==> src/rtl/pc_sequencer_if.sv <==
// Bus between the branch-decision unit and the PC register stage.
// The master drives the next-PC request and the slave returns the PC and stack status.
interface pc_sequencer_if #(
    parameter int PC_W        = 8,
    parameter int STACK_DEPTH = 4
);
    localparam int DEPTH_W = $clog2(STACK_DEPTH) + 1;

    // No handshake: when en is 1 at a rising edge the sequencer takes one step.
    // en, sel, ret, target and offset are only sampled at that edge.
    logic               en;
    logic [1:0]         sel;
    logic               ret;
    logic [PC_W-1:0]    target;
    logic [PC_W-1:0]    offset;
    logic [PC_W-1:0]    pc;
    logic [DEPTH_W-1:0] depth;
    logic               stack_full;
    logic               stack_empty;
    logic               stack_err;

    modport master (
        output en, sel, ret, target, offset,
        input  pc, depth, stack_full, stack_empty, stack_err
    );

    modport slave (
        input  en, sel, ret, target, offset,
        output pc, depth, stack_full, stack_empty, stack_err
    );
endinterface

==> src/rtl/pc_sequencer.sv <==
// Program-counter register with a small circular return-address stack.
// It performs one update per enabled cycle. The outputs come only from registers.
module pc_sequencer #(
    parameter int              PC_W        = 8,
    parameter int              STACK_DEPTH = 4,
    parameter logic [PC_W-1:0] RESET_PC    = '0
) (
    input  logic              clk,
    input  logic              rst_n,
    pc_sequencer_if.slave     seq
);
    localparam int                 SP_W      = $clog2(STACK_DEPTH);
    localparam int                 DEPTH_W   = SP_W + 1;
    localparam logic [DEPTH_W-1:0] DEPTH_MAX = DEPTH_W'(STACK_DEPTH);

    logic [PC_W-1:0]    pc_q, pc_d;
    logic [SP_W-1:0]    sp_q, sp_d;
    logic [DEPTH_W-1:0] depth_q, depth_d;
    logic               err_q, err_d;
    logic [PC_W-1:0]    stack_q [STACK_DEPTH];

    logic [PC_W-1:0]    pc_inc;
    logic [SP_W-1:0]    sp_dec;
    logic               push_en;

    assign pc_inc = pc_q + PC_W'(1);
    assign sp_dec = sp_q - SP_W'(1);

    always_comb begin
        pc_d    = pc_q;
        sp_d    = sp_q;
        depth_d = depth_q;
        err_d   = err_q;
        push_en = 1'b0;
        if (seq.en) begin
            if (seq.ret) begin
                if (depth_q != '0) begin
                    pc_d    = stack_q[sp_dec];
                    sp_d    = sp_dec;
                    depth_d = depth_q - DEPTH_W'(1);
                end else begin
                    // Underflow: fall through to the next instruction.
                    pc_d  = pc_inc;
                    err_d = 1'b1;
                end
            end else begin
                case (seq.sel)
                    2'b00: pc_d = pc_inc;
                    2'b01: pc_d = pc_q + seq.offset;
                    2'b10: pc_d = seq.target;
                    2'b11: begin
                        // When the stack is full, sp already points at the oldest entry.
                        push_en = 1'b1;
                        pc_d    = seq.target;
                        sp_d    = sp_q + SP_W'(1);
                        if (depth_q == DEPTH_MAX) begin
                            err_d = 1'b1;
                        end else begin
                            depth_d = depth_q + DEPTH_W'(1);
                        end
                    end
                    default: pc_d = pc_q;
                endcase
            end
        end
    end

    always_ff @(posedge clk) begin
        if (!rst_n) begin
            pc_q    <= RESET_PC;
            sp_q    <= '0;
            depth_q <= '0;
            err_q   <= 1'b0;
        end else begin
            pc_q    <= pc_d;
            sp_q    <= sp_d;
            depth_q <= depth_d;
            err_q   <= err_d;
        end
    end

    // The stack contents are not reset. Only the pointer and depth define which entries are valid.
    always_ff @(posedge clk) begin
        if (rst_n && push_en) begin
            stack_q[sp_q] <= pc_inc;
        end
    end

    assign seq.pc          = pc_q;
    assign seq.depth       = depth_q;
    assign seq.stack_full  = (depth_q == DEPTH_MAX);
    assign seq.stack_empty = (depth_q == '0);
    assign seq.stack_err   = err_q;
endmodule
==> src/flat_wrapper.sv <==
// flat-port wrapper written by rule: the top's interface ports become plain ports
module pc_sequencer_flat 
#(
    parameter int              PC_W        = 8,
    parameter int              STACK_DEPTH = 4,
    parameter logic [PC_W-1:0] RESET_PC    = '0
)
  (clk, rst_n, seq_en, seq_sel, seq_ret, seq_target, seq_offset, seq_pc, seq_depth, seq_stack_full, seq_stack_empty, seq_stack_err);
  pc_sequencer_if #(.PC_W(PC_W), .STACK_DEPTH(STACK_DEPTH)) seq_i ();
  input  logic clk;
  input  logic rst_n;
  input wire logic [$bits(seq_i.en)-1:0] seq_en;
  input wire logic [$bits(seq_i.sel)-1:0] seq_sel;
  input wire logic [$bits(seq_i.ret)-1:0] seq_ret;
  input wire logic [$bits(seq_i.target)-1:0] seq_target;
  input wire logic [$bits(seq_i.offset)-1:0] seq_offset;
  output wire logic [$bits(seq_i.pc)-1:0] seq_pc;
  output wire logic [$bits(seq_i.depth)-1:0] seq_depth;
  output wire logic [$bits(seq_i.stack_full)-1:0] seq_stack_full;
  output wire logic [$bits(seq_i.stack_empty)-1:0] seq_stack_empty;
  output wire logic [$bits(seq_i.stack_err)-1:0] seq_stack_err;
  assign seq_i.en = seq_en;
  assign seq_i.sel = seq_sel;
  assign seq_i.ret = seq_ret;
  assign seq_i.target = seq_target;
  assign seq_i.offset = seq_offset;
  assign seq_pc = seq_i.pc;
  assign seq_depth = seq_i.depth;
  assign seq_stack_full = seq_i.stack_full;
  assign seq_stack_empty = seq_i.stack_empty;
  assign seq_stack_err = seq_i.stack_err;
  pc_sequencer #(.PC_W(PC_W), .STACK_DEPTH(STACK_DEPTH), .RESET_PC(RESET_PC)) u_core (.clk(clk), .rst_n(rst_n), .seq(seq_i));
endmodule
==> config.mk <==
export PLATFORM = sky130hd
export DESIGN_NAME = pc_sequencer_flat
export DESIGN_NICKNAME = d
export VERILOG_FILES = /design/src/rtl/pc_sequencer_if.sv /design/src/rtl/pc_sequencer.sv /design/src/flat_wrapper.sv
export SDC_FILE = /design/constraint.sdc
export NUM_CORES = 1
export LEC_CHECK = 0
export BUFFER_PORTS_ARGS = -buffer_cell sky130_fd_sc_hd__buf_2
export CAP_MARGIN = 20
export CORE_MARGIN = 2
export CORE_UTILIZATION = 50
export CTS_CLUSTER_SIZE = 40
export DETAILED_ROUTE_END_ITERATION = 6
export HOLD_SLACK_MARGIN = 0.15
export PLACE_DENSITY = 0.75
export SLEW_MARGIN = 0
export SYNTH_ARGS = -nofsm -noshare
export SYNTH_HDL_FRONTEND = slang
export SYNTH_SLANG_ARGS = --single-unit
export TNS_END_PERCENT = 20
==> constraint.sdc <==
create_clock -name clk -period 2.91 [get_ports clk]
set_clock_uncertainty 0.2 [all_clocks]
set_input_delay 0.1455 -clock clk [delete_from_list [all_inputs] [get_ports clk]]
set_output_delay 0.1455 -clock clk [all_outputs]
set_load 0.1 [all_outputs]
==> summary.md <==
| Metric | Value |
|---|---|
| Number of buffer and inverter instances along the worst setup path | 1 |
| Cells taking the most area after synthesis | sky130_fd_sc_hd__edfxtp_1 37%, sky130_fd_sc_hd__dfxtp_1 11%, sky130_fd_sc_hd__mux4_2 6.0% |
| Worst path max stage delay | 0.59 ns |
| Die outline width | 76.5 um |
| TritonCTS clock tree | done |
| Cell with the biggest individual delay on the critical path | sky130_fd_sc_hd__dlygate4sd3_1 |
| Synth Cell Area | 2630 um^2 |
| Total routing resource utilization after global routing | 21.5% |
| Effective utilization at floorplan | 51.8% |
| PwrDens | 589 nW/um^2 |
| Net total in the final layout | 322 |
| Final Non-Filler Cells | 357 |
| Area share of the largest cell type after synthesis | 36.6% |
| Power share of the combinational group | 26.9% |
| Setup Slack @ Placement | 0.676 ns |
| Final GP Congestion | 0.872 |
| TritonCTS Buffers | 5 |
| Sinks on the clock net | 46 |
| Most common library cell in the layout ignoring fill and taps | sky130_fd_sc_hd__buf_2 |
| Skew-Pair Late Insertion Delay | 0.30 ns |
| Cell count after synthesis | 246 |
| Post-DP HPWL | 4420 um |
| Routed wire length | 6080 um |
| Switching share of power | 32.3% |
| Layout-stage area growth over the synthesis result | 16.7% |
| Synthesized net count | 282 |
| Floorplan row count | 26 |
| Mean number of vias per cell | 5.90 |
| Setup crit start kind | flop |
| Max-capacitance violation count | 0 |
| Worst Path Required | 2.90 ns |
| Sw power | 0.583 mW |
| Proportion of layout cells with a drive suffix above 1 | 20.6% |
| Fraction of power consumed by the clock network | 31.2% |
| Outcome | complete, no violations |
| Static power due to leakage | 1.19 nW |
| Vias | 2105 |
| Class of the tightest hold or removal check | in -> reg |
| Number of failing hold endpoints at the final stage | 0 |
| Number of flops mapped to enable cells by yosys | 32 |
| Fmax | 375 MHz |
| Max Buffers Root-to-Sink | 2 |
| Clock root buffer master | sky130_fd_sc_hd__clkbuf_8 |
| Slew Viols, Final | 0 |
| Residual DRC count | 0 |
| Per-cell routed wire length | 17.0 um |
| Worst reg-to-reg setup slack | 0.24 ns |
| Synth area leader | sky130_fd_sc_hd__edfxtp_1 |
| Main synth FF type | sky130_fd_sc_hd__edfxtp_1 |
| ANT nets after route | 0 |
| Final global-route overflow total | 0 |
| Mean Syn Cell Area | 10.7 um^2 |
| Final worst-path cycle share | 91.6% |
| Die area | 5850 um^2 |
| Worst slew margin relative to its limit | 62.3% |
| Initial antenna violation count | 0 |
| Most used cells in the layout excluding fill and tap cells | 35 x sky130_fd_sc_hd__buf_2, 32 x sky130_fd_sc_hd__edfxtp_1, 22 x sky130_fd_sc_hd__nand2_1 |
| Setup repair after global routing missed its margin | false |
| Pre-antenna DRT Iters | 5 |
| Top Family by Delay on Critical Path | compound AO/OA/AOI/OAI gates |
| Crit path kind | reg -> reg |
| Crit end category | flop |
| Flop pwr share | 41.9% |
| Slew at the pin closest to its max-slew limit | 0.556 ns |
| Worst IR drop on VDD | 275 uV |
| Final-layout setup total negative slack | 0 ns |
| Die Height | 76.5 um |
| Fraction of registers with async set or reset after synthesis | 0% |
| Critical path fanouts, max | 7 |
| Post-cts resize count | 0 |
| Share of synthesized area occupied by flip-flops and latches | 47.2% |
| Number of distinct library cells after synthesis | 50 |
| Worst-path clk slew | 0.09 ns |
| Wire length of the first global-routing pass | 9830 um |
| Vias in the first global route | 2023 |
| Count of placed standard cells including taps | 341 |
| Placeable core region | 5070 um^2 |
| Fin crit period | 2.67 ns |
| Smallest setup slack after layout | 0.245 ns |
| # setup viols final | 0 |
| Largest net degree at the start of global routing | 21 |
| ANT cells | 0 |
| Cells along the critical path | ha_1, fa_1, nand3_1, a21boi_0, nor3_1, o21ai_0, a31oi_1, dlygate4sd3_1 |
| CP Data Arrival Time | 2.65 ns |
| Design internal power | 1.22 mW |
| Initial DRC count | 167 |
| Num ports | 36 |
| Total of flip-flops plus latches after synthesis | 46 |
| Total number of H-tree levels | 2 |
| PortBufs | 35 |
| Post-layout total power | 1.81 mW |
| Synthesis Warnings | 0 |
[path summary, 6_finish.rpt]
| kind | start | end | depth (start not counted) |
|---|---|---|---|
| setup / recovery | u_core.seq.pc[0] | u_core.seq.pc[4] | 8 |
| hold / removal | seq_target[7] | u_core.seq.pc[7] | 5 |
| setup reg to reg | u_core.seq.pc[0] | u_core.seq.pc[4] | 8 |
| hold reg to reg | u_core.seq.stack_err | u_core.seq.stack_err | 2 |
[layer usage]
layer / part of all wire, % / global-route usage (%) / vias to the layer above
met1: 44 / 28.4 / 997
met2: 48 / 35.3 / 101
met5: 0 / 0 / -
met4: 2.0 / 8.73 / 0
met3: 6.2 / 3.67 / 10
li1: - / - / 997
[sequential cells by signal, summed over array words and instances, names as in the netlist]
name / flops
u_core.seq.depth: 3
u_core.seq.pc: 8
u_core.seq.stack_err: 1
u_core.sp_q: 2
u_core.stack_q: 32
[tightest hold or removal path, stage by stage]
cell,delay [ns]
sky130_fd_sc_hd__buf_2,0.08
sky130_fd_sc_hd__nand2_1,0.06
sky130_fd_sc_hd__o211ai_2,0.08
sky130_fd_sc_hd__nor3_2,0.05
sky130_fd_sc_hd__a211oi_2,0.22
[power groups by stage]
| stage | Combinational, mW | Sequential, mW | Clock, mW |
|---|---|---|---|
| floorplan | 0.268 | 0.873 | 0 |
| global placement | 0.465 | 0.770 | 0 |
| detailed placement | 0.472 | 0.771 | 0 |
| CTS | 0.484 | 0.756 | 0.568 |
| global route | 0.526 | 0.760 | 0.599 |
| finish | 0.487 | 0.756 | 0.563 |
[area by class of cell]
cell class	instances	area, um^2
Fill cell	429	2010
Sequential cell	46	1240
Timing Repair Buffer	45	270
Multi-Input combinational cell	176	1290
Tap cell	70	87.6
Inverter	12	45.0
Clock buffer	5	68.8
Clock inverter	3	68.8
[per-stage QoR]
step | util (%) | cell area, um^2 | hold slack [ns]
CTS | 60.5 | 3070 | 0.163
detailed placement | 56.2 | 2850 | 0.234
global placement | 56.2 | 2850 | 0.244
finish | 60.5 | 3070 | 0.175
floorplan | - | 2630 | 0.0672
global route | 60.5 | 3070 | 0.180
[Yosys cell counts (3+ instances only)]
cell and count:
sky130_fd_sc_hd__o21ai_0 16, sky130_fd_sc_hd__inv_1 10, sky130_fd_sc_hd__dfxtp_1 14, sky130_fd_sc_hd__a31oi_1 3
sky130_fd_sc_hd__nor2b_1 5, sky130_fd_sc_hd__ha_1 12, sky130_fd_sc_hd__xor2_1 5, sky130_fd_sc_hd__or4b_1 3
sky130_fd_sc_hd__a211oi_1 5, sky130_fd_sc_hd__o211ai_1 4, sky130_fd_sc_hd__buf_2 6, sky130_fd_sc_hd__nor3_1 6
sky130_fd_sc_hd__nor2_1 15, sky130_fd_sc_hd__nand3_1 11, sky130_fd_sc_hd__edfxtp_1 32, sky130_fd_sc_hd__xnor2_1 4
sky130_fd_sc_hd__or3_1 4, sky130_fd_sc_hd__nand2_1 22, sky130_fd_sc_hd__nand2b_1 3, sky130_fd_sc_hd__mux4_2 7
sky130_fd_sc_hd__and2_1 5, sky130_fd_sc_hd__clkbuf_1 5, sky130_fd_sc_hd__mux2i_1 3, sky130_fd_sc_hd__a21oi_1 14
[kinds of logic (layout without fill, tap and decap cells)]
| group | Yosys count | after routing | synth area share [%] |
|---|---|---|---|
| mux | 12 | 12 | 8.00 |
| buf+inv | 24 | 65 | 3.86 |
| simple gates | 81 | 81 | 15.8 |
| flops | 46 | 46 | 47.2 |
| compound gates | 60 | 60 | 14.9 |
| xor+xnor | 9 | 9 | 3.00 |
| fa+ha+maj | 14 | 14 | 7.23 |
[repair_timing]
| item | 4_1_cts | 5_1_grt |
|---|---|---|
| hold buffers | 8 | 0 |
| endpoints found under the hold margin | 9 | 0 |
| setup buffers | 0 | 0 |
Note: power is estimated with default switching activity, not from simulation.
